File: src/rtl/uart_tx_param_if.sv
// uart_tx_param_if: host-side handshake and status bundle for uart_tx_param.
//   tx_data    word to queue (DATA_BITS wide)
//   tx_valid   tx_data is valid this cycle
//   tx_ready   transmitter FIFO can take a word
//   tx_out     serial line, idle high
//   busy       FIFO non-empty or frame in progress
//   fifo_level words queued, not counting the frame in flight
// Modports: master = host/bridge side, slave = transmitter side.
interface uart_tx_param_if #(
  parameter int DATA_BITS  = 8,
  parameter int FIFO_DEPTH = 4
);
  localparam int LVL_W = $clog2(FIFO_DEPTH) + 1;

  logic [DATA_BITS-1:0] tx_data;
  logic                 tx_valid;
  logic                 tx_ready;
  logic                 tx_out;
  logic                 busy;
  logic [LVL_W-1:0]     fifo_level;

  modport master (
    output tx_data, tx_valid,
    input  tx_ready, tx_out, busy, fifo_level
  );

  modport slave (
    input  tx_data, tx_valid,
    output tx_ready, tx_out, busy, fifo_level
  );
endinterface

File: src/rtl/uart_tx_param.sv
// uart_tx_param: parametrised UART transmitter (LSB first) with an input FIFO.
// Queued words are sent back-to-back; the line returns to idle only when the
// FIFO runs dry.
// Ports:
//   clk  system clock
//   rst  synchronous, active-high reset; aborts any frame and empties the FIFO
//   bus  uart_tx_param_if.slave: tx_data/tx_valid in, tx_ready/tx_out/busy/
//        fifo_level out
module uart_tx_param #(
  parameter int CLKS_PER_BIT = 1667,
  parameter int DATA_BITS    = 8,
  parameter int PARITY       = 1,
  parameter int STOP_BITS    = 1,
  parameter int FIFO_DEPTH   = 4
) (
  input  logic           clk,
  input  logic           rst,
  uart_tx_param_if.slave bus
);
  localparam int PTR_W  = $clog2(FIFO_DEPTH);
  localparam int LVL_W  = PTR_W + 1;
  localparam int BAUD_W = $clog2(CLKS_PER_BIT);
  localparam int BIT_W  = 4;

  localparam logic [LVL_W-1:0]  FULL_LVL  = LVL_W'(FIFO_DEPTH);
  localparam logic [LVL_W-1:0]  ZERO_LVL  = {LVL_W{1'b0}};
  localparam logic [BAUD_W-1:0] BAUD_LAST = BAUD_W'(CLKS_PER_BIT - 1);
  localparam logic [BAUD_W-1:0] BAUD_ZERO = {BAUD_W{1'b0}};
  localparam logic [BIT_W-1:0]  DATA_LAST = BIT_W'(DATA_BITS - 1);
  localparam logic [BIT_W-1:0]  STOP_LAST = BIT_W'(STOP_BITS - 1);
  localparam logic [BIT_W-1:0]  BIT_ZERO  = {BIT_W{1'b0}};

  typedef enum logic [2:0] {
    ST_IDLE   = 3'd0,
    ST_START  = 3'd1,
    ST_DATA   = 3'd2,
    ST_PARITY = 3'd3,
    ST_STOP   = 3'd4
  } state_t;

  // Parity bit for a word: even = XOR of the data bits, odd = its inverse.
  function automatic logic calc_parity(input logic [DATA_BITS-1:0] word);
    logic p;
    p = ^word;
    if (PARITY == 2) begin
      calc_parity = ~p;
    end else begin
      calc_parity = p;
    end
  endfunction

  logic [DATA_BITS-1:0] mem_r [FIFO_DEPTH];
  logic [PTR_W-1:0]     wr_ptr_r, rd_ptr_r;
  logic [LVL_W-1:0]     count_r, count_s;
  logic                 ready_s, empty_s, push_s, pop_s;
  logic [DATA_BITS-1:0] head_s;

  state_t               state_r, state_s;
  logic [BAUD_W-1:0]    baud_r, baud_s;
  logic [BIT_W-1:0]     bit_r, bit_s;
  logic [DATA_BITS-1:0] shift_r, shift_s;
  logic                 par_r, par_s;
  logic                 line_s, bit_end_s;
  logic                 tx_out_r, busy_r;

  // Full is decoded from the registered count, so a same-cycle pop never
  // opens a slot in a full FIFO.
  assign ready_s   = (count_r != FULL_LVL);
  assign empty_s   = (count_r == ZERO_LVL);
  assign push_s    = bus.tx_valid && ready_s;
  assign head_s    = mem_r[rd_ptr_r];
  assign bit_end_s = (baud_r == BAUD_LAST);

  assign bus.tx_ready   = ready_s;
  assign bus.fifo_level = count_r;
  assign bus.tx_out     = tx_out_r;
  assign bus.busy       = busy_r;

  // FIFO storage write; contents need no reset because count_r gates reads.
  always_ff @(posedge clk) begin
    if (push_s) begin
      mem_r[wr_ptr_r] <= bus.tx_data;
    end
  end

  // Next FIFO occupancy from the push/pop pair.
  always_comb begin
    count_s = count_r;
    case ({push_s, pop_s})
      2'b10:   count_s = count_r + LVL_W'(1);
      2'b01:   count_s = count_r - LVL_W'(1);
      default: count_s = count_r;
    endcase
  end

  // FIFO pointers and occupancy; pointers wrap naturally at FIFO_DEPTH.
  always_ff @(posedge clk) begin
    if (rst) begin
      wr_ptr_r <= {PTR_W{1'b0}};
      rd_ptr_r <= {PTR_W{1'b0}};
      count_r  <= ZERO_LVL;
    end else begin
      if (push_s) begin
        wr_ptr_r <= wr_ptr_r + PTR_W'(1);
      end
      if (pop_s) begin
        rd_ptr_r <= rd_ptr_r + PTR_W'(1);
      end
      count_r <= count_s;
    end
  end

  // Frame sequencer: next state, baud/bit counters, shift register, pop and
  // the line level belonging to the current state.
  always_comb begin
    state_s = state_r;
    baud_s  = baud_r;
    bit_s   = bit_r;
    shift_s = shift_r;
    par_s   = par_r;
    pop_s   = 1'b0;
    line_s  = 1'b1;
    case (state_r)
      ST_IDLE: begin
        line_s = 1'b1;
        baud_s = BAUD_ZERO;
        bit_s  = BIT_ZERO;
        if (!empty_s) begin
          pop_s   = 1'b1;
          shift_s = head_s;
          par_s   = calc_parity(head_s);
          state_s = ST_START;
        end else begin
          state_s = ST_IDLE;
        end
      end
      ST_START: begin
        line_s = 1'b0;
        if (bit_end_s) begin
          baud_s  = BAUD_ZERO;
          bit_s   = BIT_ZERO;
          state_s = ST_DATA;
        end else begin
          baud_s = baud_r + BAUD_W'(1);
        end
      end
      ST_DATA: begin
        line_s = shift_r[0];
        if (bit_end_s) begin
          baud_s  = BAUD_ZERO;
          shift_s = {1'b0, shift_r[DATA_BITS-1:1]};
          if (bit_r == DATA_LAST) begin
            bit_s   = BIT_ZERO;
            state_s = (PARITY != 0) ? ST_PARITY : ST_STOP;
          end else begin
            bit_s = bit_r + BIT_W'(1);
          end
        end else begin
          baud_s = baud_r + BAUD_W'(1);
        end
      end
      ST_PARITY: begin
        line_s = par_r;
        if (bit_end_s) begin
          baud_s  = BAUD_ZERO;
          bit_s   = BIT_ZERO;
          state_s = ST_STOP;
        end else begin
          baud_s = baud_r + BAUD_W'(1);
        end
      end
      ST_STOP: begin
        line_s = 1'b1;
        if (bit_end_s) begin
          baud_s = BAUD_ZERO;
          if (bit_r == STOP_LAST) begin
            bit_s = BIT_ZERO;
            // Chain straight into the next start bit when a word is waiting.
            if (!empty_s) begin
              pop_s   = 1'b1;
              shift_s = head_s;
              par_s   = calc_parity(head_s);
              state_s = ST_START;
            end else begin
              state_s = ST_IDLE;
            end
          end else begin
            bit_s = bit_r + BIT_W'(1);
          end
        end else begin
          baud_s = baud_r + BAUD_W'(1);
        end
      end
      default: begin
        line_s  = 1'b1;
        state_s = ST_IDLE;
        baud_s  = BAUD_ZERO;
        bit_s   = BIT_ZERO;
      end
    endcase
  end

  // Sequencer state registers.
  always_ff @(posedge clk) begin
    if (rst) begin
      state_r <= ST_IDLE;
      baud_r  <= BAUD_ZERO;
      bit_r   <= BIT_ZERO;
      shift_r <= {DATA_BITS{1'b0}};
      par_r   <= 1'b0;
    end else begin
      state_r <= state_s;
      baud_r  <= baud_s;
      bit_r   <= bit_s;
      shift_r <= shift_s;
      par_r   <= par_s;
    end
  end

  // Registered outputs: the line lags the sequencer state by one cycle, busy
  // tracks the state and occupancy being loaded on this edge.
  always_ff @(posedge clk) begin
    if (rst) begin
      tx_out_r <= 1'b1;
      busy_r   <= 1'b0;
    end else begin
      tx_out_r <= line_s;
      busy_r   <= (state_s != ST_IDLE) || (count_s != ZERO_LVL);
    end
  end
endmodule

File: src/flat_wrapper.sv
// flat-port wrapper written by rule: the top's interface ports become plain ports
module uart_tx_param_flat 
#(
  parameter int CLKS_PER_BIT = 1667,
  parameter int DATA_BITS    = 8,
  parameter int PARITY       = 1,
  parameter int STOP_BITS    = 1,
  parameter int FIFO_DEPTH   = 4
)
  (clk, rst, bus_tx_data, bus_tx_valid, bus_tx_ready, bus_tx_out, bus_busy, bus_fifo_level);
  uart_tx_param_if #(.DATA_BITS(DATA_BITS), .FIFO_DEPTH(FIFO_DEPTH)) bus_i ();
  input  logic clk;
  input  logic rst;
  input wire logic [$bits(bus_i.tx_data)-1:0] bus_tx_data;
  input wire logic [$bits(bus_i.tx_valid)-1:0] bus_tx_valid;
  output wire logic [$bits(bus_i.tx_ready)-1:0] bus_tx_ready;
  output wire logic [$bits(bus_i.tx_out)-1:0] bus_tx_out;
  output wire logic [$bits(bus_i.busy)-1:0] bus_busy;
  output wire logic [$bits(bus_i.fifo_level)-1:0] bus_fifo_level;
  assign bus_i.tx_data = bus_tx_data;
  assign bus_i.tx_valid = bus_tx_valid;
  assign bus_tx_ready = bus_i.tx_ready;
  assign bus_tx_out = bus_i.tx_out;
  assign bus_busy = bus_i.busy;
  assign bus_fifo_level = bus_i.fifo_level;
  uart_tx_param #(.CLKS_PER_BIT(CLKS_PER_BIT), .DATA_BITS(DATA_BITS), .PARITY(PARITY), .STOP_BITS(STOP_BITS), .FIFO_DEPTH(FIFO_DEPTH)) u_core (.clk(clk), .rst(rst), .bus(bus_i));
endmodule
File: config.mk
export PLATFORM = sky130hd
export DESIGN_NAME = uart_tx_param_flat
export DESIGN_NICKNAME = d
export VERILOG_FILES = /design/src/rtl/uart_tx_param_if.sv /design/src/rtl/uart_tx_param.sv /design/src/flat_wrapper.sv
export SDC_FILE = /design/constraint.sdc
export NUM_CORES = 1
export LEC_CHECK = 0
export BUFFER_PORTS_ARGS = -buffer_cell sky130_fd_sc_hd__buf_2
export CAP_MARGIN = 0
export CORE_AREA = 2 2 98 100
export CTS_CLUSTER_DIAMETER = 150
export CTS_CLUSTER_SIZE = 14
export DETAILED_ROUTE_END_ITERATION = 12
export DIE_AREA = 0 0 100 102
export HOLD_SLACK_MARGIN = 0.06
export PLACE_DENSITY = 0.56
export SLEW_MARGIN = 20
export SYNTH_ARGS = -nofsm -noshare
export SYNTH_HDL_FRONTEND = slang
export SYNTH_SLANG_ARGS = --single-unit
File: constraint.sdc
create_clock -name clk -period 2.7 [get_ports clk]
set_clock_uncertainty 0.05 [all_clocks]
set_input_delay 0.54 -clock clk [delete_from_list [all_inputs] [get_ports clk]]
set_output_delay 0.54 -clock clk [all_outputs]
set_load 0.05 [all_outputs]
# [Word level (Yosys, flattened, before mapping)]
# Memories as Yosys holds them, arrays and structs flattened. A register that Yosys moved wholly into a read port is not among the register bits.
# Cells that the tools add are included.
[classes] addsub=6 eq_ne=13 muxes=33 bitwise=1 n_reduce_logical=16
[ops] operator="two-way mux 8 bit" n=4
[ops] operator="case mux 8 bit (3 select lines)" n=1
[ops] operator="two-way mux 4 bit" n=5
[ops] operator="two-way mux 3 bit" n=6
[ops] operator="case mux 3 bit (5 select lines)" n=1
[ops] operator="case mux 4 bit (3 select lines)" n=1
[ops] operator="adder 11 x 1 -> 11 bit (second input constant)" n=1
[ops] operator="equality test 11 bit (second input constant)" n=1
[ops] operator="two-way mux 1 bit" n=9
[ops] operator="nonzero test 3 bit" n=3
[ops] operator="inequality test 2 x 1 -> 1 bit (second input constant)" n=4
[ops] operator="parity 8 bit" n=1
[ops] operator="equality test 3 x 2 -> 1 bit (second input constant)" n=2
[ops] operator="zero test 3 bit" n=2
[ops] operator="case mux 3 bit (2 select lines)" n=1
[ops] operator="AND reduction 3 bit" n=2
[ops] operator="adder 2 x 1 -> 2 bit (second input constant)" n=2
[ops] operator="adder 4 x 1 -> 4 bit (second input constant)" n=1
[ops] operator="equality test 4 x 3 -> 1 bit (second input constant)" n=1
[ops] operator="zero test 4 bit" n=1
[ops] operator="two-way mux 2 bit" n=2
[ops] operator="case mux 1 bit (2 select lines)" n=2
[ops] operator="AND reduction 4 bit" n=1
[ops] operator="OR reduction 4 bit" n=1
[ops] operator="other kinds (14)" n=14
[totals] register_bits=36 mem_bits_rw=32 out_inout_bits=6 wordCells=80 memories=1
[memory_table] name="u_core.mem_r" depth=4 word_bits=8 rd=1 rd_clocked_by_memory_dff=1 write_ports=1 line="uart_tx_param.sv:52" source="logic [DATA_BITS-1:0] mem_r [FIFO_DEPTH];"

# [Longest topological paths before layout]
# Gate-level depths: netlist (run 1).
[depth] word_depth=9 depth_mapped=13

# [Worst setup path after synthesis (run 1)]
# OpenSTA, ideal clock, no wires.
[synth_timing] kind="reg-to-reg" startpoint="register u_core.count_r[0] (netlist: u_core.bus.fifo_level[0])" endpoint="register u_core.busy_r (netlist: u_core.bus.busy)" setup_ns=0.115 arrival_ns=2.998 t_required_ns=2.535 setup_slack_ns=-0.463 path_stages_with_launch=12 period_less_slack_ns=3.163 cell_sequence="dfxtp_1 nor2_1 nand2_1 and2_1 inv_1 ha_1 fa_1 xnor2_1 xnor2_1 o41ai_1 o211ai_1 o21ba_1"
[synth_between] elab_cells_between_ends=19
[synth_lines] item="start, declared" line="uart_tx_param.sv:54" source="logic [LVL_W-1:0] count_r, count_s;"
[synth_lines] item="start signal, assigned" line="uart_tx_param.sv:109" source="count_r <= count_s;"
[synth_lines] item="inequality test 3 bit (*)" line="uart_tx_param.sv:68" source="assign ready_s = (count_r != FULL_LVL);"
[synth_lines] item="via bus_tx_ready" line="flat_wrapper.sv:16" source="output wire logic [$bits(bus_i.tx_ready)-1:0] bus_tx_ready;"
[synth_lines] item="logical AND 1 bit (*)" line="uart_tx_param.sv:70" source="assign push_s = bus.tx_valid && ready_s;"
[synth_lines] item="equality test 2 x 1 -> 1 bit / equality test 2 bit (equally long branches)" line="uart_tx_param.sv:89" source="case ({push_s, pop_s})"
[synth_lines] item="case mux 3 bit (2 select lines) (*)" line="uart_tx_param.sv:89"
[synth_lines] item="nonzero test 3 bit (*)" line="uart_tx_param.sv:228" source="busy_r <= (state_s != ST_IDLE) || (count_s != ZERO_LVL);"
[synth_lines] item="logical OR 1 bit (*)" line="uart_tx_param.sv:228"
[synth_lines] item="end signal, assigned" line="uart_tx_param.sv:228"
[synth_lines] item="end, declared" line="uart_tx_param.sv:64" source="logic tx_out_r, busy_r;"
# The timed path passes the listed nets; every way through them passes the cells marked *.
# A chain may end at the register's enable or synchronous reset.

# [Worst setup path after layout (run 1)]
[layout_timing] startpoint="register u_core.bit_r[0]" endpoint="register u_core.busy_r (netlist: u_core.bus.busy)"
[layout_between] elab_chain_len=8 elab_cells_between_ends=16
[layout_rtl] item="start, declared" line="uart_tx_param.sv:60" source="logic [BIT_W-1:0] bit_r, bit_s;"
[layout_rtl] item="start signal, assigned" line="uart_tx_param.sv:214" source="bit_r <= bit_s;"
[layout_rtl] item="zero test 4 bit" line="uart_tx_param.sv:176" source="if (bit_r == STOP_LAST) begin"
[layout_rtl] item="two-way mux 1 bit" line="uart_tx_param.sv:176"
[layout_rtl] item="two-way mux 1 bit" line="uart_tx_param.sv:174" source="if (bit_end_s) begin"
[layout_rtl] item="case mux 1 bit (2 select lines)" line="uart_tx_param.sv:123" source="case (state_r)"
[layout_rtl] item="equality test 2 x 1 -> 1 bit / equality test 2 bit (equally long branches)" line="uart_tx_param.sv:89"
[layout_rtl] item="case mux 3 bit (2 select lines)" line="uart_tx_param.sv:89"
[layout_rtl] item="nonzero test 3 bit" line="uart_tx_param.sv:228"
[layout_rtl] item="logical OR 1 bit (*)" line="uart_tx_param.sv:228"
# Mark *: on every way between the ends. The rest lies on a longest branch, timed or not.

==> impl_results.md, run 1 <==
* Crit path largest cell delay at 0.35 ns
* CTS Buf Count at 9
* Initial drt markers at 69
* CTS root buf: clkbuf_8
* Total track usage at 11.8%
* Gp weighted congestion at 0.757
* HP Start: bus_tx_data[5]
* IO Pins at 17
* Post-DRT Antenna Nets at 0
* Clk_lat worst skew at 0.34 ns
* Largest net degree at the start of global routing at 27
* Core area at 9110 sq um
* Critical-path cell list: inv_2 -> ha_1 -> nor3b_2 -> a41o_1 -> and2_4 -> ha_4 -> fa_2 -> xnor2_2 -> xnor2_1 -> o41ai_2 -> o211ai_1 -> o21ba_1
* Clk pin slew, worst setup/hold paths at 0.08 ns
* Die area at 10200 sq um
* Post-synth top area cell: edfxtp_1
* Reg2reg path depth at 12
* Initial Utilization at 34.0%
* Crit path max fanout at 2
* CTS tree: yes
* Worst hold path endpoint: u_core.mem_r[3][5]
* WL/cell at 13.1 microns
* Initial antenna violation count at 0
* Hold Path Depth at 1
* First-pass DRT Iterations at 4
* Logic pwr share at 38.4%
* Yosys top cell area share at 31.0%
* Global-route wire length before repair at 9160 microns
* Gr ovfl total at 0
* Seq/Total Area, Yosys at 55.5%
* Final setup viols at 0
* Fin area at 3630 sq um
* RSZ-0062 raised after global routing: true
* Net Sw Power at 1.26 mW
* Layout Area Growth over Synthesis at 17.0%
* Cell Int Power at 2.43 mW
* Crit path required time at 2.89 ns
* FF-to-FF End: u_core.bus.busy
* Final WL at 5270 microns
* Flop pwr share at 38.9%
* Syn_nets at 278
* Startpoint types: register
* Lkg Pwr at 1.36 nW
* Sw Ratio at 34.0%
* Worst Path Buf+Inv at 1
* Multi-input gate area at 1350 sq um
* Hpwl dp at 3690 microns
* Sequential cell area at 1730 sq um
* Reg2Reg Setup Slack at 0.1 ns
* Nets at 307
* Worst-margin pin slew at 0.590 ns
* Filler cell count at 892
* Crit. End Element: register
* DRC viols at 0
* Mapped cell area at 3100 sq um
* Layout cells sized above 1 at 27.1%
* Tcrit/Tclk final at 96.3%
* Via-per-instance ratio at 4.70
* Hold_buf cts at 0
* Distinct cells, synth at 45
* CTS Buffer Depth at 2
* Synthesis Warnings at 0
* Fmax at 384 MHz
* Max_cap viols at 0
* Placed cell areas at 3370 sq um
* Crit path time final at 2.60 ns
* Post-synthesis register bit count at 70
* Slowest stage cell, crit path: fa_2
* Die width at 100 microns
* Pwr/cell area at 1020 nW/um^2
* Synthesized area per cell at 12.1 sq um
* Slew HR at 60.6%
* Worst path top cell family by delay: compound AO/OA/AOI/OAI gates
* Vias in the first global route at 1896
* Peak VDD IR at 0.457 mV
* Clock Power Share at 22.7%
* Die Y at 102 microns
* Dominant synthesized flop cell: dfxtp_1
* Htree depth at 3
* Number of buffers added on ports at 16
* Sink Count at 70
* Post-synth EDFFs at 32
* Top post-synthesis cells by area: edfxtp_1 (31%), dfxtp_1 (25%), mux4_2 (5.8%)
* R2R Path Start: u_core.bit_r[0]
* Routed via count at 1889
* Hold WS at 0.358 ns
* Tightest Hold Check Type: input port to register
* Status: complete, no violations
* Slew Limit Fails at 0
* Number of diodes at 0
* Crit Path Class: register to register
* Post-synth ARST share at 0%
* Hold Vio Cnt, Final at 0
* Rows at 35
* Synth Instances at 257
* WP data arrival at 2.79 ns
## power by group through the flow
stage	combinational, mW	clock (mW)	sequential, mW
after floorplan	1.06	0	1.50
after global routing	1.57	0.903	1.47
after CTS	1.38	0.868	1.44
after global placement	1.32	0	1.46
final	1.42	0.838	1.44
after detailed placement	1.34	0	1.46
## synth_stat cells (all sizes together) (2+ instances only)
cell    instances
nand2          14
nor3            3
nand3           7
edfxtp         32
a21boi          2
mux4            8
nor2           38
nand4           4
xnor2          17
and3            5
xor2            9
dfxtp          38
nand2b          2
a21oi           6
clkbuf          6
and2            4
or3             3
nand3b          2
ha              9
mux2            7
buf             6
mux2i           9
inv             8
## layout make-up
class,count,share of cell area (%)
tap,111,3.83
timing repair buffer,30,5.11
sequential,70,47.7
multi-input combinational,167,37.1
clock inverter,6,1.93
inverter,8,0.828
clock buffer,10,3.52
## cell families after synthesis
logic type / synth area share, %
buf+inv: 3.03
simple gates: 14.0
fa+ha+maj: 4.28
xor+xnor: 7.34
flops: 55.5
compound gates: 4.60
mux: 11.3
## per-layer routing
metal,vias up,global-route usage [%],wire [microns]
li1,962,-,-
met1,900,14.5,2440
met2,21,19.5,2610
met3,6,3.49,155
met4,0,5.16,68
met5,-,0,0
## layout by cell type, fill, tap and decap left out, types with 4 or more instances in the layout
master and instances:
nand3_1 7, mux2_2 7, buf_2 16, nor2_1 38, mux4_2 8, ha_1 7, mux2i_1 9, and3_1 5
edfxtp_1 32, dfxtp_1 32, dfxtp_2 6, a21oi_1 6, clkbuf_8 9, buf_4 14, xor2_1 9, xnor2_1 16
nand4_1 4, inv_1 6, nand2_1 13
## per-stage QoR
stage | util, % | TNS, ns | std cells | total power [mW] | setup slack, ns
after floorplan | - | -0.103 | 257 | 2.55 | -0.103
after global placement | 37.0 | 0 | 385 | 2.78 | 0.0610
after detailed placement | 37.0 | 0 | 385 | 2.80 | 0.0137
final | 39.8 | 0 | 402 | 3.69 | 0.0989
after CTS | 39.3 | 0 | 401 | 3.69 | 0.0166
after global routing | 39.8 | -0.0737 | 402 | 3.94 | -0.0737
## worst max-delay path by stage
stage / from / endpoint / slack (ns) / depth (start not counted)
finish: u_core.bit_r[0] / u_core.bus.busy / 0.1 / 12
global route: u_core.bit_r[0] / u_core.bus.busy / -0.07 / 12
detailed placement: u_core.baud_r[0] / u_core.bus.busy / 0.01 / 12
global placement: u_core.baud_r[0] / u_core.bus.busy / 0.06 / 12
CTS: u_core.baud_r[0] / u_core.bus.busy / 0.02 / 12
floorplan: u_core.baud_r[0] / u_core.bus.busy / -0.10 / 13
## worst register-to-register path: stages, from the launching register on
cell	delay (ns)
dfxtp_2	0.34
inv_2	0.04
ha_1	0.18
nor3b_2	0.16
a41o_1	0.21
and2_4	0.17
ha_4	0.16
fa_2	0.35
xnor2_2	0.15
xnor2_1	0.14
o41ai_2	0.24
o211ai_1	0.14
o21ba_1	0.18
## sequential cells by signal, summed over array words and instances (netlist names), named ones only
| register | cells |
|---|---|
| u_core.bit_r | 4 |
| u_core.mem_r | 32 |
| u_core.state_r | 3 |
| u_core.bus.busy | 1 |
| u_core.bus.tx_out | 1 |
| u_core.par_r | 1 |
| u_core.bus.fifo_level | 3 |
| u_core.baud_r | 11 |
| u_core.wr_ptr_r | 2 |
| u_core.rd_ptr_r | 2 |
| u_core.shift_r | 8 |
## timing repair
action / 4_1_cts / 5_1_grt
hold endpoints to repair: 0 / 0
pin swaps: 0 / 1
resized for setup: 2 / 9
endpoints found under the setup margin: 1 / 1
buffers inserted: 0 / 1
gates cloned: 0 / 0
No activity file was read; power rests on OpenSTA's default activity.
==> run 2: changes to the inputs <==
--- a/config.mk
+++ b/config.mk
@@ -14,6 +14,7 @@
 export DIE_AREA = 0 0 100 102
 export HOLD_SLACK_MARGIN = 0.06
 export PLACE_DENSITY = 0.56
+export RECOVER_POWER = 50
 export SLEW_MARGIN = 20
 export SYNTH_ARGS = -nofsm -noshare
 export SYNTH_HDL_FRONTEND = slang
==> run 2 against run 1 <==
Effect of this change:
- worst setup slack worse by 0.0018 ns
- global-route usage unchanged
- combinational power about the same
- register-to-register slack about the same
- worst hold slack better by 0.048 ns
- cell count unchanged
- sequential cell count unchanged
- non-clock buffer count unchanged
- power down 0.20%
- die area unchanged
- largest power group unchanged
==> impl_results.md, run 2 (synthesis results as in run 1) <==
* Startpoint types: register
* Worst hold path endpoint: u_core.mem_r[3][5]
* Worst-margin pin slew at 0.590 ns
* Most frequent cells in the layout: nor2_1 (38), dfxtp_1 (32), edfxtp_1 (32)
* Hpwl dp at 3690 microns
* Reg2reg path depth at 12
* Slew HR at 60.6%
* DRC viols at 0
* First-pass DRT Iterations at 4
* Via-per-instance ratio at 4.70
* Sink Count at 70
* Hold Vio Cnt, Final at 0
* Tcrit/Tclk final at 96.4%
* WL/cell at 13.2 microns
* Gr ovfl total at 0
* Critical-path cell list: inv_2 -> ha_1 -> nor3b_2 -> a41o_1 -> and2_4 -> ha_4 -> fa_2 -> xnor2_2 -> xnor2_1 -> o41ai_2 -> o211ai_1 -> o21ba_1
* CTS Buffer Depth at 2
* Logic pwr share at 38.3%
* Crit path largest cell delay at 0.35 ns
* Rows at 35
* CTS root buf: clkbuf_8
* Placed cell areas at 3370 sq um
* Top reg by flops: u_core.mem_r
* Sequential cell area at 1730 sq um
* FF-to-FF End: u_core.bus.busy
* Reg2Reg Setup Slack at 0.1 ns
* Top Layer Used: met4
* Tightest Hold Check Type: input port to register
* Largest regs: u_core.mem_r x32, u_core.baud_r x11, u_core.shift_r x8
* Multi-input gate area at 1350 sq um
* Cell Int Power at 2.43 mW
* Fmax at 384 MHz
* Gp weighted congestion at 0.757
* Final WL at 5290 microns
* Crit path max fanout at 2
* IO Pins at 17
* Die area at 10200 sq um
* Final setup viols at 0
* Clock Power Share at 22.7%
* Clk_lat worst skew at 0.34 ns
* CTS tree: yes
* Crit path required time at 2.89 ns
* Hold_buf cts at 0
* Initial antenna violation count at 0
* Core area at 9110 sq um
* Htree depth at 3
* Sw Ratio at 34.1%
* Commonest non-fill, non-tap cell in the layout: nor2_1
* Max_cap viols at 0
* Die width at 100 microns
* Initial drt markers at 62
* Post-DRT Antenna Nets at 0
* Global-route wire length before repair at 9160 microns
* WP data arrival at 2.79 ns
* HP Start: bus_tx_data[5]
* Initial Utilization at 34.0%
* Crit. End Element: register
* Fin area at 3610 sq um
* RSZ-0062 raised after global routing: true
* Routed via count at 1890
* Max reg flops at 32
* Flop pwr share at 39.0%
* Filler cell count at 898
* Largest net degree at the start of global routing at 27
* R2R Path Start: u_core.bit_r[0]
* Total track usage at 11.8%
* Met1 wire length at 2450 microns
* Slowest stage cell, crit path: fa_2
* Hold Path Depth at 1
* Pwr/cell area at 1020 nW/um^2
* CTS Buf Count at 9
* Crit Path Class: register to register
* Status: complete, no violations
* Number of buffers added on ports at 16
* Vias in the first global route at 1896
* Lkg Pwr at 1.34 nW
* Worst Path Buf+Inv at 1
* Peak VDD IR at 0.457 mV
* Number of diodes at 0
* Final core utilization at 39.7%
* Worst path top cell family by delay: compound AO/OA/AOI/OAI gates
* Layout cells sized above 1 at 24.1%
* Slew Limit Fails at 0
* Metal3 WL at 162 microns
* Die Y at 102 microns
* Net Sw Power at 1.26 mW
* Crit path time final at 2.60 ns
* Nets at 307
* Met2 WL post-DR at 2610 microns
* Layout Area Growth over Synthesis at 16.5%
* Clk pin slew, worst setup/hold paths at 0.08 ns
==> run 2: cell type report <==
type / instances / area share, %
clock buffers: 10 / 3.53
repair buffers: 30 / 4.74
flip-flops and latches: 70 / 47.9
inverters: 8 / 0.831
multi-input cells: 167 / 37.3
clock inverters: 6 / 1.94
well taps: 111 / 3.84
==> run 2: how the worst max path moves through the flow <==
stage / cells after the start / startpoint / endpoint
after global routing: 12 / u_core.bit_r[0] / u_core.bus.busy
final: 12 / u_core.bit_r[0] / u_core.bus.busy
after global placement: 12 / u_core.baud_r[0] / u_core.bus.busy
after CTS: 12 / u_core.baud_r[0] / u_core.bus.busy
after floorplan: 13 / u_core.baud_r[0] / u_core.bus.busy
after detailed placement: 12 / u_core.baud_r[0] / u_core.bus.busy
==> run 2: per-layer routing <==
| layer | up-vias | global-route usage (%) |
|---|---|---|
| li1 | 962 | - |
| met1 | 901 | 14.5 |
| met2 | 21 | 19.5 |
| met3 | 6 | 3.49 |
| met4 | 0 | 5.16 |
| met5 | - | 0 |
==> run 2: repair_timing <==
item | in CTS | in global routing
pin swaps | 0 | 1
endpoints found under the setup margin | 1 | 1
resized for setup | 2 | 9
setup buffers | 0 | 1
==> run 2: power by group through the flow <==
stage               sequential (mW)  clock (mW)  combinational, mW
finish                         1.44       0.838               1.41
global route                   1.47       0.903               1.56
CTS                            1.44       0.868               1.38
detailed placement             1.46           0               1.34
global placement               1.46           0               1.32
floorplan                      1.50           0               1.06
==> run 2: stage by stage <==
| stage | setup WS (ns) | total power, mW | TNS [ns] | hold slack [ns] | cells |
|---|---|---|---|---|---|
| after global routing | -0.0737 | 3.94 | -0.0737 | 0.407 | 402 |
| after detailed placement | 0.0137 | 2.80 | 0 | 0.439 | 385 |
| final | 0.0971 | 3.68 | 0 | 0.406 | 402 |
| after global placement | 0.0610 | 2.78 | 0 | 0.418 | 385 |
| after floorplan | -0.103 | 2.55 | -0.103 | 0.380 | 257 |
| after CTS | 0.0166 | 3.69 | 0 | 0.336 | 401 |
==> run 3: changes to the inputs <==
--- a/config.mk
+++ b/config.mk
@@ -15,6 +15,7 @@
 export HOLD_SLACK_MARGIN = 0.06
 export PLACE_DENSITY = 0.56
 export RECOVER_POWER = 50
+export REMOVE_ABC_BUFFERS = 1
 export SLEW_MARGIN = 20
 export SYNTH_ARGS = -nofsm -noshare
 export SYNTH_HDL_FRONTEND = slang
==> run 3 against run 2 <==
Effect of this change:
- sequential power about the same
- first-iteration DRC count decreased by 11%
- wire length increased by 4.2%
- cell count increased by 1.7%
- non-clock buffer count increased by 7
- via count increased by 2.0%
- worst setup slack got worse by 0.084 ns
- power increased by 1.8%
- sequential share of layout area decreased by 0.73 points
- core utilization increased by 0.49 points
==> impl_results.md, run 3 (synthesis results as in run 1) <==
* Layout Area Growth over Synthesis at 18.0%
* Slew HR at 60.4%
* Gp weighted congestion at 0.757
* RSZ-0062 raised after global routing: true
* Initial Utilization at 34.0%
* WL/cell at 13.5 microns
* Final core utilization at 40.2%
* TNS Setup at 0 ns
* Sw Ratio at 34.2%
* Cell Int Power at 2.47 mW
* Top reg by flops: u_core.mem_r
* CTS Buffer Depth at 2
* Crit. End Element: register
* Commonest non-fill, non-tap cell in the layout: nor2_1
* Vias in the first global route at 1899
* IO Pins at 17
* Hold Vio Cnt, Final at 0
* Die area at 10200 sq um
* Peak VDD IR at 0.488 mV
* Crit path max fanout at 2
* Number of buffers added on ports at 16
* Largest net degree at the start of global routing at 27
* Initial antenna violation count at 0
* Rows at 35
* Final WL at 5510 microns
* Clk_lat worst skew at 0.35 ns
* Clk pin slew, worst setup/hold paths at 0.08 ns
* Most frequent cells in the layout: nor2_1 (38), dfxtp_1 (36), edfxtp_1 (32)
* Fmax at 372 MHz
* Worst-margin pin slew at 0.597 ns
* Tcrit/Tclk final at 99.5%
* Hold_buf cts at 0
* Startpoint types: register
* CTS Buf Count at 9
* Sink Count at 70
* Post-DRT Antenna Nets at 0
* Gr ovfl total at 0
* Flop pwr share at 38.2%
* Net Sw Power at 1.28 mW
* Tightest Hold Check Type: input port to register
* Final Total Pwr at 3.75 mW
* WP data arrival at 2.89 ns
* Clock Power Share at 22.8%
* Critical-path cell list: inv_1 -> ha_2 -> nor3b_4 -> a41o_1 -> and2_4 -> ha_4 -> fa_2 -> xnor2_2 -> xnor2_1 -> o41ai_2 -> o211ai_1 -> o21ba_1
* CTS tree: yes
* Lkg Pwr at 1.36 nW
* Number of diodes at 0
* Pwr/cell area at 1020 nW/um^2
* Crit path time final at 2.69 ns
* Htree depth at 3
* Slew Limit Fails at 0
* Layout cells sized above 1 at 22.5%
* Final setup viols at 0
* Global-route wire length before repair at 9250 microns
* Max_cap viols at 0
* Die Y at 102 microns
* First-pass DRT Iterations at 4
* Logic pwr share at 39.0%
* DRC viols at 0
* Die width at 100 microns
* CTS root buf: clkbuf_8
* Core area at 9110 sq um
* Total track usage at 11.9%
* Via-per-instance ratio at 4.71
* Crit path required time at 2.90 ns
* Status: complete, no violations
* Routed via count at 1927
* Hpwl dp at 3720 microns
* Initial drt markers at 55
* Largest regs: u_core.mem_r x32, u_core.baud_r x11, u_core.shift_r x8
* Crit Path Class: register to register
* Nets at 314
* Crit path largest cell delay at 0.36 ns
* Max reg flops at 32
* Slowest stage cell, crit path: fa_2
## run 3: cell types whose count changed in the layout (fill, tap and decap cells not counted), sizes merged
| cell | previous run | this run |
|---|---|---|
| clkbuf | 19 | 24 |
| inv | 9 | 10 |
| buf | 21 | 23 |
| clkinv | 1 | 0 |
## run 3: stage by stage
| step | hold WS, ns | cell area (sq um) | setup slack (ns) | std cells |
|---|---|---|---|---|
| 3_3_place_gp | 0.420 | 3400 | -0.0353 | 391 |
| 5_1_grt | 0.392 | 3660 | -0.0805 | 409 |
| 2_1_floorplan | 0.400 | 3040 | -0.462 | 245 |
| 3_5_place_dp | 0.435 | 3400 | -0.101 | 391 |
| 6_report | 0.395 | 3660 | 0.0136 | 409 |
| 4_1_cts | 0.329 | 3610 | 0.000673 | 407 |
## run 3: worst max-delay path, delay by kind of cell, from the launching register on
family	cells	cell delay, ns
buffers and inverters	1	0.05
AO/OA/AOI/OAI	4	0.85
flip-flops	1	0.33
AND/OR/NAND/NOR	2	0.32
adder cells (fa/ha/maj)	3	0.69
XOR/XNOR	2	0.29
## run 3: area by class of cell
| cell class | count | area [sq um] |
|---|---|---|
| Clock inverter | 6 | 70.1 |
| Sequential cell | 70 | 1720 |
| Clock buffer | 10 | 128 |
| Timing Repair Buffer | 37 | 215 |
| Inverter | 8 | 30.0 |
| Tap cell | 111 | 139 |
| Fill cell | 888 | 5450 |
| Multi-Input combinational cell | 167 | 1350 |
## run 3: final timing paths
| check | start | to | slack (ns) | cells past startpoint |
|---|---|---|---|---|
| worst max-delay path | u_core.bit_r[0] | u_core.bus.busy | 0.01 | 12 |
| worst min-delay path | bus_tx_data[4] | u_core.mem_r[2][4] | 0.40 | 1 |
| worst max register to register | u_core.bit_r[0] | u_core.bus.busy | 0.01 | 12 |
| worst min register to register | u_core.shift_r[7] | u_core.shift_r[7] | 0.45 | 2 |
## run 3: repair_timing
action / in CTS / in global routing
hold endpoints to repair: 0 / 0
buffers inserted: 0 / 2
setup endpoints to repair: 1 / 2
pin swaps: 0 / 8
resized for setup: 3 / 12
## run 3: routing by layer
layer,GRT usage (%),vias up,share of wire [%]
li1,-,974,-
met1,14.4,922,49
met2,19.4,21,47
met3,4.51,10,3.6
met4,4.11,0,1.3
met5,0,-,0
## run 3: power by group through the flow
stage / logic (mW) / registers, mW / clock network, mW
2_1_floorplan: 0.940 / 1.53 / 0
3_3_place_gp: 1.35 / 1.45 / 0
3_5_place_dp: 1.35 / 1.46 / 0
4_1_cts: 1.40 / 1.44 / 0.873
5_1_grt: 1.61 / 1.46 / 0.924
6_report: 1.46 / 1.43 / 0.853
